File: src/rtl/execute_stage.sv
// execute_stage: EX stage ALU, branch resolve and EX/MEM register; define EXEC_FORWARD_EN for operand forwarding
module execute_stage (
  input  logic        clk,
  input  logic        rst_n,
  input  logic        in_valid,
  input  logic [15:0] in_PC_plus_two,
  input  logic [15:0] in_Read_data_1,
  input  logic [15:0] in_Read_data_2,
  input  logic [15:0] in_immediate,
  input  logic [2:0]  in_rs,
  input  logic [2:0]  in_rt,
  input  logic [2:0]  in_rd,
  input  logic        in_ALU_Src,
  input  logic [1:0]  in_ALUOp,
  input  logic        in_RegDest,
  input  logic        in_MemRead,
  input  logic        in_MemWrite,
  input  logic        in_Branch,
  input  logic        in_MemtoReg,
  input  logic        in_RegWrite,
  input  logic        stall,
  input  logic        flush,
  input  logic        wb_RegWrite,
  input  logic [2:0]  wb_write_register,
  input  logic [15:0] wb_write_data,
  output logic        O_valid,
  output logic [15:0] O_ALU_result,
  output logic [15:0] O_write_data,
  output logic [2:0]  O_write_register,
  output logic        O_zero,
  output logic        O_MemRead,
  output logic        O_MemWrite,
  output logic        O_MemtoReg,
  output logic        O_RegWrite,
  output logic        O_PC_Src,
  output logic [15:0] O_branch_target
);
  typedef struct packed {
    logic        valid;
    logic [15:0] alu;
    logic [15:0] wdata;
    logic [2:0]  wreg;
    logic        zero;
    logic        mr;
    logic        mw;
    logic        mt;
    logic        rw;
    logic        pcs;
    logic [15:0] bt;
  } ex_mem_t;
  ex_mem_t q, d;
  logic [15:0] a, rt_v, b, res, f_res;
  logic [3:0] funct;
`ifdef EXEC_FORWARD_EN
  function automatic logic [15:0] fwd(input logic [2:0] src, input logic [15:0] rd);
    return (src != 3'd0 && q.valid && q.rw && !q.mt && q.wreg == src) ? q.alu :
           (src != 3'd0 && wb_RegWrite && wb_write_register == src) ? wb_write_data : rd;
  endfunction
  assign a    = fwd(in_rs, in_Read_data_1);
  assign rt_v = fwd(in_rt, in_Read_data_2);
`else
  logic unused_wb;
  assign unused_wb = ^{wb_RegWrite, wb_write_register, wb_write_data};
  assign a    = in_Read_data_1;
  assign rt_v = in_Read_data_2;
`endif
  assign b = in_ALU_Src ? in_immediate : rt_v;
  assign funct = in_immediate[3:0];
  always_comb begin
    f_res = funct == 4'd0 ? a + b :
            funct == 4'd1 ? a - b :
            funct == 4'd2 ? a & b :
            funct == 4'd3 ? a | b :
            funct == 4'd4 ? (($signed(a) < $signed(b)) ? 16'd1 : 16'd0) :
            funct == 4'd5 ? ~(a | b) : 16'h0000;
    res = in_ALUOp == 2'b00 ? a + b :
          in_ALUOp == 2'b01 ? a - b :
          in_ALUOp == 2'b11 ? a | b : f_res;
    d.valid = 1'b1;
    d.alu   = res;
    d.wdata = rt_v;
    d.wreg  = in_RegDest ? in_rd : in_rt;
    d.zero  = res == 16'h0000;
    d.mr    = in_MemRead;
    d.mw    = in_MemWrite;
    d.mt    = in_MemtoReg;
    d.rw    = in_RegWrite;
    d.pcs   = in_Branch & (res == 16'h0000) & in_valid;
    d.bt    = in_PC_plus_two + {in_immediate[14:0], 1'b0};
  end
  always_ff @(posedge clk or negedge rst_n)
    if (!rst_n) q <= '0;
    else if (flush || (!stall && !in_valid)) q <= '0;
    else if (!stall) q <= d;
  assign O_valid          = q.valid;
  assign O_ALU_result     = q.alu;
  assign O_write_data     = q.wdata;
  assign O_write_register = q.wreg;
  assign O_zero           = q.zero;
  assign O_MemRead        = q.mr;
  assign O_MemWrite       = q.mw;
  assign O_MemtoReg       = q.mt;
  assign O_RegWrite       = q.rw;
  assign O_PC_Src         = q.pcs;
  assign O_branch_target  = q.bt;
endmodule

File: config.mk
export PLATFORM = sky130hd
export DESIGN_NAME = execute_stage
export DESIGN_NICKNAME = d
export VERILOG_FILES = /design/src/rtl/execute_stage.sv
export SDC_FILE = /design/constraint.sdc
export NUM_CORES = 1
export LEC_CHECK = 0
export CAP_MARGIN = 25
export CORE_UTILIZATION = 30
export DETAILED_ROUTE_END_ITERATION = 8
export PLACE_DENSITY = 0.54
export SETUP_SLACK_MARGIN = 0.5
export SLEW_MARGIN = 30
export SYNTH_ARGS = -nofsm -noshare
export SYNTH_HDL_FRONTEND = slang
export SYNTH_SLANG_ARGS = --single-unit
File: constraint.sdc
create_clock -name clk -period 0.81 [get_ports clk]
set_clock_uncertainty 0.1 [all_clocks]
set_input_delay 0.162 -clock clk [delete_from_list [all_inputs] [get_ports clk]]
set_output_delay 0.162 -clock clk [all_outputs]
set_load 0.05 [all_outputs]
After elaboration in Yosys (flattened, before gate mapping)
Index checks and enable logic that the tools add are counted.

word-level totals
  RAM bits = 0
  memory bits (read-only) = 0
  latch bits = 0
  output and inout bits = 58
  memories = 0
  register bits after elaboration = 58
  bits of input ports = 107
  logic and storage cells = 49

operators by class
  multiply operators = 0
  eq/ne operators = 8
  reductions and logical operators = 7
  $lt $le $gt $ge = 1
  $add $sub $neg = 3
  muxes and demuxes = 14
  divide/modulo/power cells = 0
  shift operators = 0
  bitwise logic cells = 5

operators by type and width
  cell                count
  $mux 16             10
  $mux 58             2
  $add 16x16->16      2
  $and 16x16->16      1
  $logic_not 16->1    1
  $lt 16x16->1        1
  $not 16->16         1
  $or 16x16->16       1
  $sub 16x16->16      1
  $eq 4x2->1 const B  2
  $eq 4x3->1 const B  2
  $eq 4x1->1 const B  1
  $logic_not 4->1     1
  $mux 3              1
  $and 1x1->1         2
  $eq 2x1->1 const B  1
  $eq 2x2->1 const B  1
  $logic_not 1->1     2
  $logic_not 2->1     1
  $ne 2x1->1 const B  1
  $logic_and 1x1->1   1
  $logic_or 1x1->1    1
  $mux 1              1

Depth between registers and ports, before layout
Gate-level depths: netlist of run 1.

  depth after elaboration = 17
  gate-level depth with buffers = 18
  depth with buffers taken out = 15

Least setup slack after synthesis of run 1
No wires, ideal clock.

  path kind = input to register
  start point = input port in_ALU_Src
  end point = register q, in the netlist O_PC_Src
  data required time = 634 ps
  library setup time = 76 ps
  data arrival time = 3763 ps
  setup slack = -3129 ps
  cell stages on the path = 17
  buffers on the path = 2
  path through = clkbuf_1 > clkbuf_1 > mux2i_1 > inv_1 > ha_1 > inv_1 > fa_1 > nor2b_1 > o311ai_0 > a211oi_1 > or3_1 > a31oi_1 > a31o_2 > nand4_1 > nor4_1 > nand4_1 > o21ai_1

on the way
  cells in the longest elaborated chain, start to end = 17
  elaborated cells between the ends (all ways) = 22
  classes of those cells = 2 x add/sub; 1 x order compare; 13 x mux; 5 x bitwise; 1 x reduce/logical

RTL lines
  item                                                   RTL line  source
  start: declaration                                     13        input logic in_ALU_Src,
  $mux 16 (*)                                            67        assign b = in_ALU_Src ? in_immediate : rt_v;
  branches (longest 10 deep; another with $lt 16x16->1)  --
  $mux 16 (*)                                            76        res = in_ALUOp == 2'b00 ? a + b :
  $logic_not 16->1 (*)                                   88        d.pcs = in_Branch & (res == 16'h0000) & in_valid;
  $and 1x1->1 (*) (2 in a row)                           88
  $mux 58 (*)                                            94        else if (!stall) q <= d;
  $mux 58 (*)                                            93        else if (flush || (!stall && !in_valid)) q <= '0;
  end signal: assignment                                 92        if (!rst_n) q <= '0;
  end signal: assignment                                 93
  end signal: assignment                                 94
  end: declaration                                       51        ex_mem_t q, d;

Every way passes the cells marked *. The select of a mux whose other input is x is not followed.
A chain may end at the register's enable or synchronous reset.

Final worst setup path of run 1
Ends and elaborated chain as after synthesis.

==> impl_metrics.json, run 1 <==
{
  "status": "finished with violations",
  "violations": "negative hold slack, negative setup slack",
  "fp.dieH_microns": 145,
  "syn_to_final_growth_pct": 122,
  "wirelength_microns": 32300,
  "min_period_ns": 3.34,
  "rsz0062_at_grt": "yes",
  "syn-cell-area_sq_um": 6170,
  "rrSetupSlack_ns": -0.29,
  "fill_cells": 1435,
  "slew_violations": 0,
  "crit_start": "in_ALU_Src",
  "p_seq_share_pct": 19.1,
  "grt_pass1_vias": 8315,
  "gp_congestion": 0.930,
  "synth_top_cell_area_share_pct": 23.5,
  "placed_area_sq_um": 10600,
  "dr_wl_met2_microns": 15800,
  "ys_warn_count": 0,
  "criticalPathCategory": "in -> reg",
  "postLayoutCellArea_sq_um": 13700,
  "die_x_microns": 145,
  "clock-sinks": 58,
  "whs_ns": -0.263,
  "ys_ff_latch": 58,
  "clock_path_buffers": 2,
  "reg2reg_from": "O_ALU_result[4]",
  "htreeDepth": 3,
  "postRouteAntennaNets": 0,
  "coreArea_sq_um": 20200,
  "setup_violations": 116,
  "cts_made_buffers": 9,
  "peakVddDrop_mv": 0.910,
  "p_clk_share_pct": 22.9,
  "synth_async_sr_flop_share_pct": 100,
  "end_kind": "flop",
  "fmax_ghz": 0.300,
  "placed_cells_incl_taps": 1391,
  "grt_overflow": 0,
  "nets": 1442,
  "startpoint_type": "primary input",
  "drc": 0,
  "cts_root_buf": "clkbuf_16",
  "ys.flop_type": "dfrtp_1",
  "track_usage_pct": 28.7,
  "grt_pass1_wl_microns": 47000,
  "r2r_cells": 3,
  "synth_area_leaders": "dfrtp_1 (24%), ha_1 (13%), o21ai_0 (5.1%)",
  "die-area_sq_um": 21100,
  "critPathMaxFanout": 3,
  "p_leak_uw": 0.00614,
  "period_share_pct": 412,
  "p_int_uw": 10800,
  "clkTransAtPathRegs_ns": 0.05,
  "maxCapViolations": 0,
  "drt-wirelength-per-cell_microns": 20.9,
  "synth_area_leader_cell": "dfrtp_1",
  "diodes": 0,
  "cellPowerDensity_nw_per_um2": 1240,
  "p_sw_share_pct": 36.2,
  "io_pins": 165,
  "layout-drive-gt1-share_pct": 57.6,
  "hold_violations": 58,
  "yosysSeqAreaShare_pct": 23.5,
  "tightest_slew_ns": 0.411,
  "clk_latency_ns": 0.33,
  "dpl.hpwl_microns": 20000,
  "fin_ws_ns": -2.53,
  "io_buffer_count": 141,
  "vias": 8395,
  "rr_endpoint": "O_ALU_result[4]",
  "synthCells": 756,
  "fin_cells": 1545,
  "hold_path.class": "in -> async",
  "start_util_pct": 30.6,
  "dr_wl_met3_microns": 2070,
  "crit_required_ns": 0.96,
  "utilization_pct": 67.8,
  "yosysUniqueCellTypes": 81,
  "grt_max_degree": 27,
  "synth.avg_cell_area_sq_um": 8.16,
  "syn-num-nets": 928,
  "top_layer_used": "met4",
  "cts_tree": "yes",
  "antenna_found_initial": 0,
  "relSlewSlack_pct": 72.6,
  "crit_arrival_ns": 3.49,
  "dr.pass1.iters": 5,
  "synth_edf_count": 0,
  "p_comb_share_pct": 58.0,
  "endpoint": "O_PC_Src",
  "rows": 52,
  "wl_met1_microns": 12800,
  "p_switching_uw": 6130,
  "vias_per_cell": 5.43,
  "drt_iter0_markers": 793
}
-- placed cells by master (no fill, tap or decap), types with 16 or more instances in the layout --
| cell type | instances |
|---|---|
| dfrtp_2 | 57 |
| buf_4 | 310 |
| o21ai_1 | 16 |
| buf_12 | 80 |
| a21oi_1 | 28 |
| nand2_1 | 66 |
| o21ai_2 | 17 |
| buf_6 | 53 |
| a22o_1 | 34 |
| dlygate4sd2_1 | 22 |
| clkdlybuf4s50_1 | 47 |
| a21oi_2 | 17 |
| ha_4 | 19 |
| ha_1 | 37 |
| nor2_1 | 42 |
| inv_1 | 42 |
| o21ai_0 | 32 |
-- Yosys cell counts, drive strengths merged, types with 6 or more instances --
| cell type | instances |
|---|---|
| a22o | 34 |
| o21ai | 65 |
| nor3 | 13 |
| a22oi | 7 |
| nor2b | 7 |
| nor2 | 46 |
| nand2 | 70 |
| mux2i | 22 |
| o211ai | 6 |
| xor2 | 8 |
| inv | 54 |
| a21oi | 47 |
| nand3 | 15 |
| a211oi | 13 |
| dfrtp | 58 |
| buf | 15 |
| nand2b | 10 |
| a31oi | 13 |
| o2111ai | 6 |
| xnor2 | 25 |
| nand3b | 6 |
| o22ai | 8 |
| clkbuf | 28 |
| a21o | 9 |
| a221oi | 6 |
| or2 | 6 |
| ha | 62 |
| o21bai | 6 |
| or3 | 9 |
-- metal layers --
metal,track usage [%],vias to the layer above
met5,0,-
met4,13.6,0
met3,4.11,122
met2,49.7,433
met1,35.1,4015
li1,-,3825
-- power groups by stage --
stage          logic (uW)  clock network, uW  registers [uW]
2_1_floorplan        3070                  0            3690
3_3_place_gp         7000                  0            3270
3_5_place_dp         7040                  0            3280
4_1_cts              8730               3850            3230
5_1_grt             10300               4030            3250
6_report             9830               3880            3230
-- cell type report --
cell class	count	area, sq um	share of cell area (%)
Clock inverter	2	35.0	0.256
Tap cell	270	338	2.47
Multi-Input combinational cell	603	5470	40.0
Timing Repair Buffer	543	5840	42.7
Clock buffer	14	264	1.93
Sequential cell	58	1520	11.1
Inverter	55	210	1.54
-- registers in the layout, summed over array words and instances (netlist names), 3 cells and up --
signal and flops:
O_ALU_result 16, O_branch_target 16, O_write_data 16, O_write_register 3
-- how the worst min path moves through the flow --
| stage | end | cells after the start | startpoint |
|---|---|---|---|
| 3_3_place_gp | O_branch_target[11] | 2 | rst_n |
| 6_report | O_write_data[10] | 2 | rst_n |
| 3_5_place_dp | O_write_data[10] | 2 | rst_n |
| 5_1_grt | O_write_data[10] | 2 | rst_n |
| 2_1_floorplan | O_ALU_result[0] | 0 | rst_n |
| 4_1_cts | O_branch_target[14] | 2 | rst_n |
-- logic make-up (layout without fill, tap and decap cells) --
kind of cell	after synthesis	count (layout)	share of synthesized area, %
buf+inv	98	614	7.16
fa+ha+maj	65	65	13.6
mux	23	23	3.75
flops	58	58	23.5
xor+xnor	33	33	4.69
compound gates	265	265	30.0
simple gates	214	217	17.3
-- worst max-delay path: stages --
cell	delay, ns
buf_12	0.11
buf_12	0.13
mux2i_4	0.18
inv_2	0.09
ha_4	0.14
inv_2	0.03
fa_2	0.33
nor2b_4	0.16
o311ai_4	0.32
a211oi_2	0.14
or3_1	0.40
a32oi_1	0.22
a31o_2	0.17
nand4_1	0.17
nor4_2	0.34
nand4_1	0.21
o21ai_1	0.17
-- stage by stage --
stage	setup WS, ns	total power [uW]	TNS (ns)	hold WS [ns]
2_1_floorplan	-2.33	6760	-50.32	-0.234
3_3_place_gp	-3.30	10300	-102.22	0.0810
3_5_place_dp	-3.41	10300	-103.09	0.0749
4_1_cts	-2.23	15800	-71.95	-0.272
5_1_grt	-2.57	17600	-80.77	-0.264
6_report	-2.53	16900	-77.04	-0.263
-- what timing repair did --
| item | 4_1_cts | 5_1_grt |
|---|---|---|
| setup endpoints to repair | 116 | 116 |
| hold endpoints to repair | 58 | 58 |
| pin swaps | 114 | 77 |
| buffers inserted | 78 | 40 |
| resized for setup | 277 | 86 |
| cloned | 20 | 0 |
Note: power is estimated with default switching activity, not from simulation.
==> run 2, diff against run 1 <==
--- a/config.mk
+++ b/config.mk
@@ -14,3 +14,4 @@
 export SYNTH_ARGS = -nofsm -noshare
 export SYNTH_HDL_FRONTEND = slang
 export SYNTH_SLANG_ARGS = --single-unit
+export TNS_END_PERCENT = 20
==> run 2 against run 1 <==
Effect of this change:
- the run still ends with negative hold slack, negative setup slack left
- cell area is 9.2% lower
- maximum frequency is 4.3% higher
- global-route usage is 3.7 points lower
- die area stayed put
- register-to-register slack better by 0.25 ns
- via count is 7.8% lower
- sequential share of layout area is 0.55 points higher
- non-clock buffer count is 85 lower
- cell count is 5.8% lower
- largest cell class is now multi-input combinational cells
==> impl_metrics.json, run 2 (synthesis gave the netlist of run 1 again) <==
{
  "violations": "negative hold slack, negative setup slack",
  "drt_iter0_markers": 541,
  "grt_overflow": 0,
  "hold_path.class": "in -> async",
  "io_pins": 165,
  "crit_required_ns": 0.96,
  "coreArea_sq_um": 20200,
  "vias_per_cell": 5.32,
  "criticalPathCategory": "in -> reg",
  "start_util_pct": 30.6,
  "htreeDepth": 3,
  "crit_chain": "buf_6 -> buf_12 -> buf_12 -> mux2i_4 -> inv_2 -> ha_4 -> buf_6 -> nor2_4 -> o311ai_4 -> a211oi_4 -> buf_6 -> a311o_2 -> nor3_1 -> a211o_1 -> or3_1 -> nor4_2 -> nand4_1 -> o21ai_1",
  "placed_cells_incl_taps": 1389,
  "p_leak_uw": 0.00561,
  "nets": 1354,
  "grt_max_degree": 47,
  "critPathBufInv": 6,
  "clock-sinks": 58,
  "dpl.hpwl_microns": 19900,
  "vias": 7740,
  "critPathMaxFanout": 5,
  "track_usage_pct": 25.0,
  "end_kind": "flop",
  "drt-wirelength-per-cell_microns": 18.2,
  "die_x_microns": 145,
  "maxCapViolations": 0,
  "clk_latency_ns": 0.33,
  "cp_top_family": "compound AO/OA/AOI/OAI gates",
  "dr.pass1.iters": 5,
  "startpoint_type": "primary input",
  "p_comb_share_pct": 55.6,
  "wirelength_microns": 26600,
  "period_share_pct": 395,
  "clock_path_buffers": 2,
  "slew_violations": 0,
  "cts_tree": "yes",
  "hold_violations": 59,
  "final_cell_mix": "buf_4 (267), buf_12 (75), nand2_1 (69), dfrtp_1 (58), clkdlybuf4s50_1 (54)",
  "slowest_delay_ns": 0.38,
  "min_period_ns": 3.20,
  "grt_pass1_vias": 7639,
  "fin_ws_ns": -2.39,
  "p_sw_share_pct": 35.6,
  "p_int_uw": 10200,
  "peakVddDrop_mv": 0.891,
  "layout-drive-gt1-share_pct": 47.6,
  "setup_violations": 115,
  "relSlewSlack_pct": 48.0,
  "io_buffer_count": 141,
  "fill_cells": 1695,
  "pre_cts_slack_ns": -3.27,
  "final_common_cell": "buf_4",
  "gp_congestion": 0.978,
  "cts_root_buf": "clkbuf_16",
  "diodes": 0,
  "crit_arrival_ns": 3.35,
  "critPathSlowestCell": "a211oi_4",
  "drc": 0,
  "p_seq_share_pct": 20.1,
  "tightest_slew_ns": 0.779,
  "postRouteAntennaNets": 0,
  "cts_made_buffers": 9,
  "rows": 52,
  "fmax_ghz": 0.313,
  "die-area_sq_um": 21100,
  "rsz0062_at_grt": "yes",
  "cellPowerDensity_nw_per_um2": 1280,
  "p_switching_uw": 5650,
  "status": "finished with violations",
  "fin_cells": 1456,
  "p_clk_share_pct": 24.2,
  "antenna_found_initial": 0,
  "clkTransAtPathRegs_ns": 0.05,
  "grt_pass1_wl_microns": 41800,
  "cpMostUsedCell": "buf_6",
  "whs_ns": -0.296,
  "fp.dieH_microns": 145,
  "syn_to_final_growth_pct": 101
}
[run 2: changes by cell type in the layout (fill, tap and decap cells not counted), sizes merged]
cell	change
clkdlybuf4s50	+7
dlygate4sd2	-5
bufbuf	-1
clkdlybuf4s15	-1
or3b	-3
buf	-86
[run 2: final timing paths]
| path | from | end | slack (ns) | cells after the start |
|---|---|---|---|---|
| max in group asynchronous | rst_n | O_PC_Src | 0.66 | 2 |
| worst max-delay path | in_ALU_Src | O_PC_Src | -2.39 | 18 |
| min in group clk | flush | O_valid | 0 | 3 |
| worst max register to register | O_branch_target[7] | O_branch_target[7] | -0.04 | 1 |
| worst min-delay path | rst_n | O_branch_target[0] | -0.30 | 2 |
| worst min register to register | O_ALU_result[8] | O_ALU_result[8] | 0.44 | 1 |
[run 2: layout make-up]
type | count | area, sq um | share of cell area, %
Timing Repair Buffer | 458 | 4800 | 38.7
Clock buffer | 13 | 270 | 2.18
Multi-Input combinational cell | 600 | 5320 | 42.8
Inverter | 55 | 210 | 1.69
Tap cell | 270 | 338 | 2.72
Clock inverter | 2 | 35.0 | 0.282
Sequential cell | 58 | 1450 | 11.7
[run 2: stage by stage]
step / power (uW) / instance area [sq um] / TNS, ns / utilization [%]
finish: 15900 / 12400 / -69.47 / 61.6
global route: 16600 / 12400 / -74.42 / 61.6
CTS: 15400 / 12000 / -71.18 / 59.7
detailed placement: 10400 / 10600 / -101.94 / 52.4
global placement: 10300 / 10600 / -101.08 / 52.4
floorplan: 6690 / 6440 / -58.04 / -
[run 2: what timing repair did]
action                                  CTS  global route
pin swaps                               106            76
buffers inserted                         38             9
endpoints found under the setup margin  116           116
gates cloned                              5             0
resized for setup                       212            74
endpoints found under the hold margin    58            59
[run 2: layer usage]
metal | vias to the layer above | GRT usage, % | part of all wire [%]
met5 | - | 0 | 0
met2 | 303 | 42.0 | 47
met3 | 63 | 2.98 | 6.1
met1 | 3719 | 33.3 | 44
met4 | 0 | 8.37 | 3.4
li1 | 3655 | - | -
[run 2: power by group through the flow]
| stage | clock network (uW) | logic [uW] | registers [uW] |
|---|---|---|---|
| 3_5_place_dp | 0 | 7110 | 3250 |
| 2_1_floorplan | 0 | 3030 | 3660 |
| 3_3_place_gp | 0 | 7060 | 3240 |
| 6_report | 3850 | 8840 | 3200 |
| 4_1_cts | 3910 | 8260 | 3200 |
| 5_1_grt | 4010 | 9370 | 3220 |
==> run 3, diff against run 2 <==
--- a/config.mk
+++ b/config.mk
@@ -8,6 +8,7 @@
 export CAP_MARGIN = 25
 export CORE_UTILIZATION = 30
 export DETAILED_ROUTE_END_ITERATION = 8
+export GPL_ROUTABILITY_DRIVEN = 0
 export PLACE_DENSITY = 0.54
 export SETUP_SLACK_MARGIN = 0.5
 export SLEW_MARGIN = 30
==> run 3 against run 2 <==
Effect of this change:
- sequential share of layout area decreased by 0.067 points
- non-clock buffer count increased by 4
- worst hold slack improved by 0.032 ns
- the flow still finishes with violations (negative hold slack, negative setup slack)
- critical endpoint unchanged
- maximum frequency increased by 2.9%
- critical path depth decreased by 2
- via count increased by 0.48%
==> impl_metrics.json, run 3 (synthesis gave the netlist of run 1 again) <==
{
  "start_util_pct": 30.6,
  "vias_per_cell": 5.32,
  "clock_path_buffers": 2,
  "placed_cells_incl_taps": 1387,
  "reg2reg_from": "O_branch_target[7]",
  "p_clk_share_pct": 21.7,
  "crit_required_ns": 0.96,
  "slew_violations": 0,
  "end_kind": "flop",
  "syn_to_final_growth_pct": 103,
  "layout-drive-gt1-share_pct": 49.5,
  "crit_arrival_ns": 3.26,
  "io_buffer_count": 141,
  "drc": 0,
  "grt_pass1_wl_microns": 41900,
  "fin_ws_ns": -2.30,
  "placed_area_sq_um": 10500,
  "track_usage_pct": 25.1,
  "dpl.hpwl_microns": 19700,
  "postRouteAntennaNets": 0,
  "vias": 7777,
  "power_uw": 15700,
  "cts_made_buffers": 9,
  "drt_iter0_markers": 579,
  "p_leak_uw": 0.00563,
  "nets": 1358,
  "setup_violations": 116,
  "grt.busiest_layer": "met2",
  "peakVddDrop_mv": 0.683,
  "min_period_ns": 3.11,
  "status": "finished with violations",
  "postLayoutCellArea_sq_um": 12500,
  "critPathSlowestCell": "or3_4",
  "whs_ns": -0.264,
  "rsz0062_at_grt": "yes",
  "hold_path.class": "in -> async",
  "p_sw_share_pct": 36.8,
  "cts_root_buf": "clkbuf_16",
  "hold_violations": 59,
  "grt_overflow": 0,
  "utilization_pct": 62.0,
  "relSlewSlack_pct": 51.6,
  "dr.pass1.iters": 5,
  "p_comb_share_pct": 57.9,
  "clock-sinks": 58,
  "io_pins": 165,
  "fin_cells": 1461,
  "clk_latency_ns": 0.33,
  "fmax_ghz": 0.322,
  "period_share_pct": 384,
  "cts_tree": "yes",
  "wirelength_microns": 27100,
  "grt_max_degree": 59,
  "slowest_delay_ns": 0.41,
  "drt-wirelength-per-cell_microns": 18.5,
  "diodes": 0,
  "die_x_microns": 145,
  "p_int_uw": 9900,
  "fp.dieH_microns": 145,
  "startpoint_type": "primary input",
  "cellPowerDensity_nw_per_um2": 1250,
  "p_seq_share_pct": 20.4,
  "crit_chain": "buf_8 -> buf_12 -> mux2i_4 -> buf_4 -> ha_4 -> inv_2 -> o311ai_4 -> a211oi_4 -> buf_6 -> a311o_2 -> nor3_1 -> a211o_1 -> or3_4 -> nor4_2 -> nand4_1 -> o21ai_1",
  "maxCapViolations": 0,
  "crit_start": "in_ALU_Src",
  "final_cell_mix": "buf_4 (266), buf_12 (71), nand2_1 (68), dfrtp_1 (58), clkdlybuf4s50_1 (46)",
  "htreeDepth": 3,
  "coreArea_sq_um": 20200,
  "die-area_sq_um": 21100,
  "grt_pass1_vias": 7768,
  "final_common_cell": "buf_4",
  "rows": 52,
  "violations": "negative hold slack, negative setup slack",
  "criticalPathCategory": "in -> reg",
  "grt_use_met1_pct": 32.8,
  "clkTransAtPathRegs_ns": 0.05,
  "grt_util_met2_pct": 41.4,
  "antenna_found_initial": 0,
  "tightest_slew_ns": 0.720,
  "p_switching_uw": 5770,
  "met3_usage_pct": 3.35,
  "critPathMaxFanout": 8
}
-- run 3: changes by cell type in the layout (fill, tap and decap cells not counted), moves of 5 or more --
cell | previous run | this run
dlygate4sd2_1 | 17 | 22
o21ai_1 | 24 | 19
ha_1 | 42 | 35
buf_6 | 30 | 42
ha_4 | 14 | 20
clkdlybuf4s50_1 | 54 | 46
-- run 3: cell type report --
cell class                 count  area, sq um
multi-input combinational    600         5440
fill                        1637         7670
clock buffer                  13          250
inverter                      55          213
sequential                    58         1450
clock inverter                 3         15.0
timing repair buffer         462         4790
tap                          270          338
-- run 3: repair_timing --
action	CTS	global route
cloned	4	0
buffers inserted	37	17
setup endpoints to repair	116	116
gates resized for setup	233	103
pin swaps	97	78
hold endpoints to repair	59	58
-- run 3: critical path: cells and delay by family --
| kind | cells | cell delay, ns |
|---|---|---|
| multiplexers | 1 | 0.27 |
| adder cells (fa/ha/maj) | 1 | 0.20 |
| AO/OA/AOI/OAI | 5 | 1.13 |
| AND/OR/NAND/NOR | 4 | 0.87 |
| buffers and inverters | 5 | 0.61 |
-- run 3: worst paths after layout --
path                       slack [ns]  depth (start not counted)                 end
setup / recovery                -2.30                         16            O_PC_Src
hold / removal                  -0.26                          2  O_branch_target[0]
setup reg to reg                -0.04                          1  O_branch_target[7]
hold reg to reg                  0.44                          1     O_ALU_result[8]
max in group asynchronous        0.61                          2    O_ALU_result[14]
min in group clk                    0                          3             O_valid
-- run 3: stage by stage --
stage / setup TNS [ns] / hold WS (ns) / setup slack [ns]
floorplan: -58.04 / -0.234 / -2.33
global placement: -99.87 / 0.0919 / -3.14
detailed placement: -101.07 / 0.0954 / -3.18
CTS: -68.32 / -0.257 / -2.21
global route: -72.88 / -0.234 / -2.48
finish: -67.81 / -0.264 / -2.30
-- run 3: power by group through the flow --
stage               combinational [uW]  sequential, uW  clock [uW]
floorplan                         3030            3660           0
global placement                  7010            3240           0
detailed placement                7060            3250           0
CTS                               8140            3200        3440
global route                      9620            3210        3560
finish                            9070            3200        3400
-- run 3: per-layer routing --
layer	share of wire, %	up-vias
li1	-	3656
met4	4.7	0
met1	42	3637
met5	0	-
met2	46	386
met3	6.6	98
